--- src/rtl/qsfp_iic_arbiter.sv ---
// Round-robin owner of the shared QSFP IIC byte engine: selects a cage, waits the
// module-select setup time, launches the engine and guards it with a watchdog.
module qsfp_iic_arbiter #(
  parameter int REQ_COUNT      = 3,
  parameter int QSFP_COUNT     = 2,
  parameter int SETTLE_CYCLES  = 200000,
  parameter int HOLDOFF_CYCLES = 1000,
  parameter int TIMEOUT_CYCLES = 50000000,
  localparam int QSEL_W = (QSFP_COUNT > 1) ? $clog2(QSFP_COUNT) : 1,
  localparam int OWN_W  = $clog2(REQ_COUNT)
) (
  input  logic                        clk,
  input  logic                        rst,
  input  logic [REQ_COUNT-1:0]        req,
  input  logic [REQ_COUNT*QSEL_W-1:0] reqQsfp,
  input  logic [QSFP_COUNT-1:0]       PRESENT_n,
  input  logic                        engineBusy,
  input  logic                        engineDone,
  output logic [REQ_COUNT-1:0]        grant,
  output logic [OWN_W-1:0]            owner,
  output logic [QSFP_COUNT-1:0]       modsel,
  output logic [QSEL_W-1:0]           engineQsfp,
  output logic                        engineStart,
  output logic                        engineAbort,
  output logic                        busy,
  output logic                        errAbsent,
  output logic                        errTimeout
);

  localparam int MAX_SH  = (SETTLE_CYCLES > HOLDOFF_CYCLES) ? SETTLE_CYCLES : HOLDOFF_CYCLES;
  localparam int MAX_CYC = (MAX_SH > TIMEOUT_CYCLES) ? MAX_SH : TIMEOUT_CYCLES;
  localparam int CNT_W   = $clog2(MAX_CYC) + 1;

  localparam logic [CNT_W-1:0] SETTLE_LOAD  = CNT_W'(SETTLE_CYCLES - 1);
  localparam logic [CNT_W-1:0] HOLDOFF_LOAD = CNT_W'(HOLDOFF_CYCLES - 1);
  localparam logic [CNT_W-1:0] TIMEOUT_LOAD = CNT_W'(TIMEOUT_CYCLES - 1);

  typedef enum logic [2:0] {
    S_IDLE,
    S_ABSENT,
    S_SETTLE,
    S_WAIT,
    S_HOLDOFF
  } state_e;

  state_e                  state_q, state_d;
  logic [CNT_W-1:0]        cnt_q, cnt_d;
  logic [REQ_COUNT-1:0]    grant_q, grant_d;
  logic [OWN_W-1:0]        owner_q, owner_d;
  logic [QSFP_COUNT-1:0]   modsel_q, modsel_d;
  logic [QSEL_W-1:0]       qsel_q, qsel_d;
  logic                    start_q, start_d;
  logic                    abort_q, abort_d;
  logic                    errAbs_q, errAbs_d;
  logic                    errTo_q, errTo_d;

  logic                    anyReq;
  logic [OWN_W-1:0]        pick;
  logic [QSEL_W-1:0]       pickQsel;
  logic                    pickPresent;
  logic                    curPresent;
  logic                    cntZero;

  // Out-of-range cage indices fall through the loop and read as absent.
  function automatic logic cagePresent(input logic [QSEL_W-1:0] q,
                                       input logic [QSFP_COUNT-1:0] pn);
    logic p;
    p = 1'b0;
    for (int c = 0; c < QSFP_COUNT; c++) begin
      if (q == QSEL_W'(c)) p = ~pn[c];
    end
    return p;
  endfunction

  function automatic logic [QSFP_COUNT-1:0] cageOneHot(input logic [QSEL_W-1:0] q);
    logic [QSFP_COUNT-1:0] v;
    v = '0;
    for (int c = 0; c < QSFP_COUNT; c++) begin
      v[c] = (q == QSEL_W'(c));
    end
    return v;
  endfunction

  function automatic logic [REQ_COUNT-1:0] reqOneHot(input logic [OWN_W-1:0] idx);
    logic [REQ_COUNT-1:0] v;
    v = '0;
    for (int r = 0; r < REQ_COUNT; r++) begin
      v[r] = (idx == OWN_W'(r));
    end
    return v;
  endfunction

  // Scan from the farthest candidate back toward owner+1 so the nearest one wins.
  always_comb begin
    anyReq = |req;
    pick   = owner_q;
    for (int k = REQ_COUNT; k >= 1; k--) begin
      for (int r = 0; r < REQ_COUNT; r++) begin
        if (req[r] && (r == (int'(owner_q) + k) % REQ_COUNT)) pick = OWN_W'(r);
      end
    end
  end

  always_comb begin
    pickQsel = '0;
    for (int r = 0; r < REQ_COUNT; r++) begin
      if (pick == OWN_W'(r)) pickQsel = reqQsfp[r*QSEL_W +: QSEL_W];
    end
  end

  assign pickPresent = cagePresent(pickQsel, PRESENT_n);
  assign curPresent  = cagePresent(qsel_q, PRESENT_n);
  assign cntZero     = (cnt_q == '0);

  always_ff @(posedge clk or posedge rst) begin
    if (rst) begin
      state_q  <= S_IDLE;
      cnt_q    <= '0;
      grant_q  <= '0;
      owner_q  <= OWN_W'(REQ_COUNT - 1);
      modsel_q <= '0;
      qsel_q   <= '0;
      start_q  <= 1'b0;
      abort_q  <= 1'b0;
      errAbs_q <= 1'b0;
      errTo_q  <= 1'b0;
    end else begin
      state_q  <= state_d;
      cnt_q    <= cnt_d;
      grant_q  <= grant_d;
      owner_q  <= owner_d;
      modsel_q <= modsel_d;
      qsel_q   <= qsel_d;
      start_q  <= start_d;
      abort_q  <= abort_d;
      errAbs_q <= errAbs_d;
      errTo_q  <= errTo_d;
    end
  end

  // Cage removal beats a coinciding settle expiry; done beats a coinciding watchdog expiry.
  always_comb begin
    state_d = state_q;
    case (state_q)
      S_IDLE: begin
        if (anyReq) state_d = pickPresent ? S_SETTLE : S_ABSENT;
      end
      S_ABSENT: state_d = S_IDLE;
      S_SETTLE: begin
        if (!curPresent)  state_d = S_HOLDOFF;
        else if (cntZero) state_d = S_WAIT;
      end
      S_WAIT: begin
        if (engineDone || cntZero) state_d = S_HOLDOFF;
      end
      S_HOLDOFF: begin
        if (cntZero) state_d = S_IDLE;
      end
      default: state_d = S_IDLE;
    endcase
  end

  always_comb begin
    grant_d  = grant_q;
    owner_d  = owner_q;
    modsel_d = modsel_q;
    qsel_d   = qsel_q;
    cnt_d    = cntZero ? cnt_q : cnt_q - CNT_W'(1);
    start_d  = 1'b0;
    abort_d  = 1'b0;
    errAbs_d = 1'b0;
    errTo_d  = 1'b0;
    case (state_q)
      S_IDLE: begin
        if (anyReq) begin
          grant_d = reqOneHot(pick);
          owner_d = pick;
          qsel_d  = pickQsel;
          if (pickPresent) begin
            modsel_d = cageOneHot(pickQsel);
            cnt_d    = SETTLE_LOAD;
          end else begin
            errAbs_d = 1'b1;
          end
        end
      end
      S_ABSENT: grant_d = '0;
      S_SETTLE: begin
        if (!curPresent) begin
          modsel_d = '0;
          errAbs_d = 1'b1;
          cnt_d    = HOLDOFF_LOAD;
        end else if (cntZero) begin
          start_d = 1'b1;
          cnt_d   = TIMEOUT_LOAD;
        end
      end
      S_WAIT: begin
        if (engineDone) begin
          modsel_d = '0;
          cnt_d    = HOLDOFF_LOAD;
        end else if (cntZero) begin
          modsel_d = '0;
          abort_d  = 1'b1;
          errTo_d  = 1'b1;
          cnt_d    = HOLDOFF_LOAD;
        end
      end
      S_HOLDOFF: begin
        modsel_d = '0;
        if (cntZero) grant_d = '0;
      end
      default: begin
        grant_d  = '0;
        modsel_d = '0;
      end
    endcase
  end

  assign grant       = grant_q;
  assign owner       = owner_q;
  assign modsel      = modsel_q;
  assign engineQsfp  = qsel_q;
  assign engineStart = start_q;
  assign engineAbort = abort_q;
  assign errAbsent   = errAbs_q;
  assign errTimeout  = errTo_q;
  assign busy        = (state_q != S_IDLE) | engineBusy;

endmodule
--- config.mk ---
export PLATFORM = sky130hd
export DESIGN_NAME = qsfp_iic_arbiter
export DESIGN_NICKNAME = d
export VERILOG_FILES = /design/src/rtl/qsfp_iic_arbiter.sv
export SDC_FILE = /design/constraint.sdc
export NUM_CORES = 1
export LEC_CHECK = 0
export BUFFER_PORTS_ARGS = -buffer_cell sky130_fd_sc_hd__clkbuf_2
export CORE_MARGIN = 5
export CORE_UTILIZATION = 59
export DETAILED_ROUTE_END_ITERATION = 8
export PLACE_DENSITY = 0.91
export SLEW_MARGIN = 40
export SYNTH_ARGS = -nofsm -noshare
export SYNTH_HDL_FRONTEND = slang
export SYNTH_SLANG_ARGS = --single-unit
export TNS_END_PERCENT = 20
--- constraint.sdc ---
create_clock -name clk -period 3.5 [get_ports clk]
set_input_delay 0.35 -clock clk [delete_from_list [all_inputs] [get_ports clk]]
set_output_delay 0.35 -clock clk [all_outputs]
set_load 0.05 [all_outputs]
**After elaboration in Yosys (flattened, before gate mapping)**

Index checks and enable logic that the tools add are counted.
W data, S select, Z words.

- Flip-flop bits (word level): 41
- Input port bits: 12
- Output and inout bits: 13
- Logic and storage cells: 110

- $add $sub $neg: 4
- Divide/modulo/power cells: 3
- Equality and inequality tests: 19
- Multiplexer cells: 46
- Bitwise gates (word level): 6
- Reductions and logical operators: 23

Operator list:

| kind | count |
|---|---|
| $mux W27 | 7 |
| $eq A2 B32 Y1 const A | 3 |
| $eq A3 B32 Y1 const A | 3 |
| $logic_not A32 Y1 | 3 |
| $mod A32 B3 Y32 const B | 3 |
| $pmux W27 S3 | 1 |
| $mux W2 | 15 |
| $logic_not A27 Y1 | 1 |
| $sub A27 B1 Y27 const B | 1 |
| $mux W3 | 6 |
| $mux W1 | 13 |
| $pmux W3 S4 | 1 |
| $ne A2 B2 Y1 const B | 5 |
| $logic_and A1 B1 Y1 | 9 |
| $pmux W3 S3 | 1 |
| $pmux W2 S4 | 1 |
| $add A2 B2 Y3 const B | 2 |
| $eq A3 B2 Y1 const B | 2 |
| $ne A3 B3 Y1 const B | 2 |
| $not A1 Y1 | 5 |
| $reduce_and A5 Y1 | 1 |
| $reduce_and A4 Y1 | 1 |
| $add A2 B1 Y3 const B | 1 |
| $eq A3 B1 Y1 const B | 1 |
| 13 further kinds | 13 |

**Logic depth before layout (Yosys ltp)**

- Depth in word-level cells: 21
- Depth in mapped cells: 11
- Depth with buffers taken out: 10

**Worst setup path before layout**

OpenSTA, ideal clock, no wires.

- Path type: reg2reg
- From: register owner_q[0] (netlist: owner[0])
- To: register cnt_q[15]
- Library setup time: 0.143 ns
- Arrival time: 2.797 ns
- Required time: 3.357 ns
- Path slack: 0.560 ns
- Cell stages (with the launch flop): 11
- Clock period less this slack: 2.940 ns
- Path through: dfrtp_1 inv_1 ha_1 or2_2 a32oi_1 a21boi_0 or4_1 o31ai_1 o31a_1 buf_2 a31oi_1

- Cells in the longest elaborated chain, start to end: 21
- Elaborated cells between the ends (all ways): 43
- Those cells by class: add/sub: 3; div: 3; eq/ne: 8; mux: 16; reduce/logical: 13

RTL lines:

| element | line | RTL |
|---|---|---|
| start: declaration | 49 | `logic [OWN_W-1:0] owner_q, owner_d;` |
| start signal: assignment | 120 | `owner_q <= OWN_W'(REQ_COUNT - 1);` |
| start signal: assignment | 131 | `owner_q <= owner_d;` |
| $add A2 B2 Y3 | 99 | `if (req[r] && (r == (int'(owner_q) + k) % REQ_COUNT)) pick = OWN_W'(r);` |
| $mod A32 B3 Y32 | 99 |  |
| $logic_not A32 Y1 | 99 |  |
| $logic_and A1 B1 Y1 | 99 |  |
| $mux W2 (8 in series) | 99 |  |
| $mux W2 (*) | 99 |  |
| $logic_not A2 Y1 | 107 | `if (pick == OWN_W'(r)) pickQsel = reqQsfp[r*QSEL_W +: QSEL_W];` |
| $mux W1 (2 in series) | 107 |  |
| $mux W1 (*) | 107 |  |
| $mux W1 (*) | 70 | `if (q == QSEL_W'(c)) p = ~pn[c];` |
| $mux W27 (*) | 179 | `if (pickPresent) begin` |
| $mux W27 (*) | 175 | `if (anyReq) begin` |
| $pmux W27 S3 (*) | 173 | `case (state_q)` |
| named net cnt_d[15] | 47 | `logic [CNT_W-1:0] cnt_q, cnt_d;` |
| end signal: assignment | 129 | `cnt_q <= cnt_d;` |
| end: declaration | 47 |  |

The timed path passes the listed nets; every way through them passes the cells marked *.
A chain may end at the register's enable or synchronous reset.

**Worst setup path in the final report**

- From: register owner_q[1] (netlist: owner[1])
- To: register cnt_q[8]

The elaborated chain is that of the path after synthesis.

==> results.toml <==
[synthesis]
synth_top_family_by_area = "simple AND/OR/NAND/NOR gates"
yosysUniqueCellTypes = 51
ys_seq_area_frac = 0.424
yosys.area.top_type = "dfrtp_1"
synth_fa_ha_area_frac = 0.0258
synth_xor_area_frac = 0.0722
avgSynthCellArea_um2 = 9.05
async_flop_share = 1.00
synth-simple-area-share = 0.256
yosysMostFrequentCell = "dfrtp_1"
synthMuxAreaShare = 0.0129
synth_seq_cells = 41
synth_area_leaders = "dfrtp_1 (41%), nand2_1 (4.2%), nor3_1 (4.1%)"
synth_edf_count = 0
synth-compound-area-share = 0.180
syn_inst = 268
synth_commonest_cells = "dfrtp_1 (40), nand2_1 (27), nor2_1 (24), nor3_1 (20), a21oi_1 (15)"
ys.warnings.count = 0
synth_top_cell_area_share = 0.413
syn_nets = 285
synth_flop_cell = "dfrtp_1"
synth_area_mm2 = 0.00242

[critical_path]
crit_required_ns = 3.74
critPathMaxFanout = 11
crit_path_top_delay_cell = "dfstp_2"
worst-setup-path-type = "flip-flop to flip-flop"
crit_path_start_kind = "flip-flop"
critPathBufInv = 0
cp-end-kind = "flip-flop"
cp_cell_sequence = "ha_1, o32ai_1, a32oi_1, and3_1, or4_1, o31ai_1, o31a_1, nand2b_1"
max_stage_delay_ns = 0.57
arrival_ns = 3.32
cpLargestDelayFamily = "compound AO/OA/AOI/OAI gates"

[sta]
rsz0062_at_grt = "false"
setup_viol = 0
final-hold-violation-count = 0
fin_setup_tns_ns = 0
worst_clock_skew_ns = 0.00901
slew_violations = 0
maxSlewHeadroom = 0.607
layout_min_cycle_time_ns = 3.08
clock.fmax_mhz = 325
worst_pin_slew_ns = 0.585
fin_crit_sh = 0.879

[cts]
cts_buffer_depth = 2
hold_buffers = 0
tritoncts = "yes"
cts_resized = 0
clock_latency_ns = 0.30
root_buffer = "clkbuf_8"
post_cts_buffers = 0
cts_max_level = 2
clk_pin_slew_worst_paths_ns = 0.08
cts_sinks = 41
cts_buffers = 5

[floorplan]
fp.dieH_um = 74.1
fp.dieArea_mm2 = 0.00549
die_w_um = 74.1
design.core.area_mm2 = 0.00400
io_pins = 25
start_util = 0.606
num_rows = 23

[drt]
drt_pre_antenna_iters = 6
vias = 2231
wirelength_um = 5910
final_antenna_net_count = 0
routed_via_density = 6.47
avgRoutedWirePerCell_um = 17.1
drt-initial-drc-count = 248
drc = 0

[grt]
grt_pass1_wl_um = 10100
antenna_found_initial = 0
grt_max_degree = 42
grt_usage = 0.239
grt-ovfl-total = 0
first_global_vias = 2017

[cells_and_area]
drive_above_1_share = 0.163
syn_to_final_growth_pct = 11.1
fill_cells = 303
design_area_mm2 = 0.00270
multi_input_area_mm2 = 0.00133
diodes = 0
layout.nets = 311
stdcell_count = 345
regArea_mm2 = 0.00103

[run_status]
status = "finished clean"

[power]
peakVddDrop_mv = 0.557
powerDensity_mw_per_mm2 = 811
power.leakage_nw = 1.16

[placement]
dp.cells = 337
io_buffers = 24
dp_hpwl_um = 4090
placed_area_mm2 = 0.00259
place.gp.congestion = 0.906

[job]
drv_cap = 0

[hold_path]
hp-class = "input port to async pin"
## layout by cell type (no fill, tap or decap), types with 3 or more instances in the layout
cell and n:
o31ai_1 3, clkbuf_2 24, clkbuf_8 6, nor2b_1 4
nand3_1 4, o211ai_1 5, xnor2_1 10, nand2b_1 3
a31oi_1 4, nor3_1 20, xor2_1 10, nor2_1 24
or4_1 4, o21ai_0 10, and3_1 4, nand2_1 27
o21a_1 3, a21oi_1 15, ha_1 5, dfrtp_1 40
o21ai_1 3, o22ai_1 3, buf_4 3, nor4_1 7
inv_1 8, a32o_1 3, or3_1 4, o32ai_1 3
## where the power goes
part / leakage, nW / internal, W / switching (W)
logic: 0.592 / 0.000373 / 0.000725
registers: 0.516 / 0.000610 / 0.000146
clock network: 0.0512 / 0.000160 / 0.000171
total: 1.16 / 0.00114 / 0.00104
## layout make-up
class                      instances  area share
multi-input combinational        210       0.494
clock inverter                     2     0.00511
tap                               50      0.0232
clock buffer                       6      0.0306
timing repair buffer              27      0.0529
inverter                           9      0.0125
sequential                        41       0.381
## logic make-up (layout without fill, tap and decap cells)
| logic type | after synthesis | after routing |
|---|---|---|
| mux | 3 | 3 |
| xor+xnor | 20 | 20 |
| flops | 41 | 41 |
| simple gates | 116 | 116 |
| compound gates | 66 | 66 |
| fa+ha+maj | 5 | 5 |
| buf+inv | 17 | 44 |
## final timing paths
kind	endpoint	depth (start not counted)	slack [ns]	start
setup / recovery	cnt_q[8]	8	0.42	owner[1]
hold reg to reg	grant[1]	1	0.49	grant[1]
setup reg to reg	cnt_q[8]	8	0.42	owner[1]
min in group clk	errTimeout	3	0.37	engineDone
max in group asynchronous	owner[1]	3	2.98	rst
hold / removal	cnt_q[0]	3	0.14	rst
## worst reg2reg max path, stage by stage (launching register included)
cell and delay [ns]:
dfstp_2 0.57, ha_1 0.28, o32ai_1 0.44, a32oi_1 0.20
and3_1 0.26, or4_1 0.49, o31ai_1 0.16, o31a_1 0.45
nand2b_1 0.16
## routing by layer
layer | part of all wire | vias up | track usage
met3 | 0.071 | 15 | 0.0500
li1 | - | 1039 | -
met5 | 0 | - | 0
met2 | 0.48 | 118 | 0.380
met1 | 0.43 | 1059 | 0.327
met4 | 0.017 | 0 | 0.0765
## stage by stage
stage | worst slack [ns] | hold slack, ns | total power (W) | util
after floorplan | 0.560 | 0.459 | 0.00157 | -
after global placement | 0.611 | 0.465 | 0.00178 | 0.648
after detailed placement | 0.492 | 0.469 | 0.00183 | 0.648
after CTS | 0.477 | 0.175 | 0.00216 | 0.672
after global routing | 0.317 | 0.219 | 0.00233 | 0.674
final | 0.423 | 0.143 | 0.00218 | 0.674
## state kept, by name (all words and copies together) (netlist names)
name         cells
cnt_q           27
engineQsfp       1
engineStart      1
errAbsent        1
errTimeout       1
grant            3
modsel           2
owner            2
state_q          3
(Power assumes the default switching activity.)
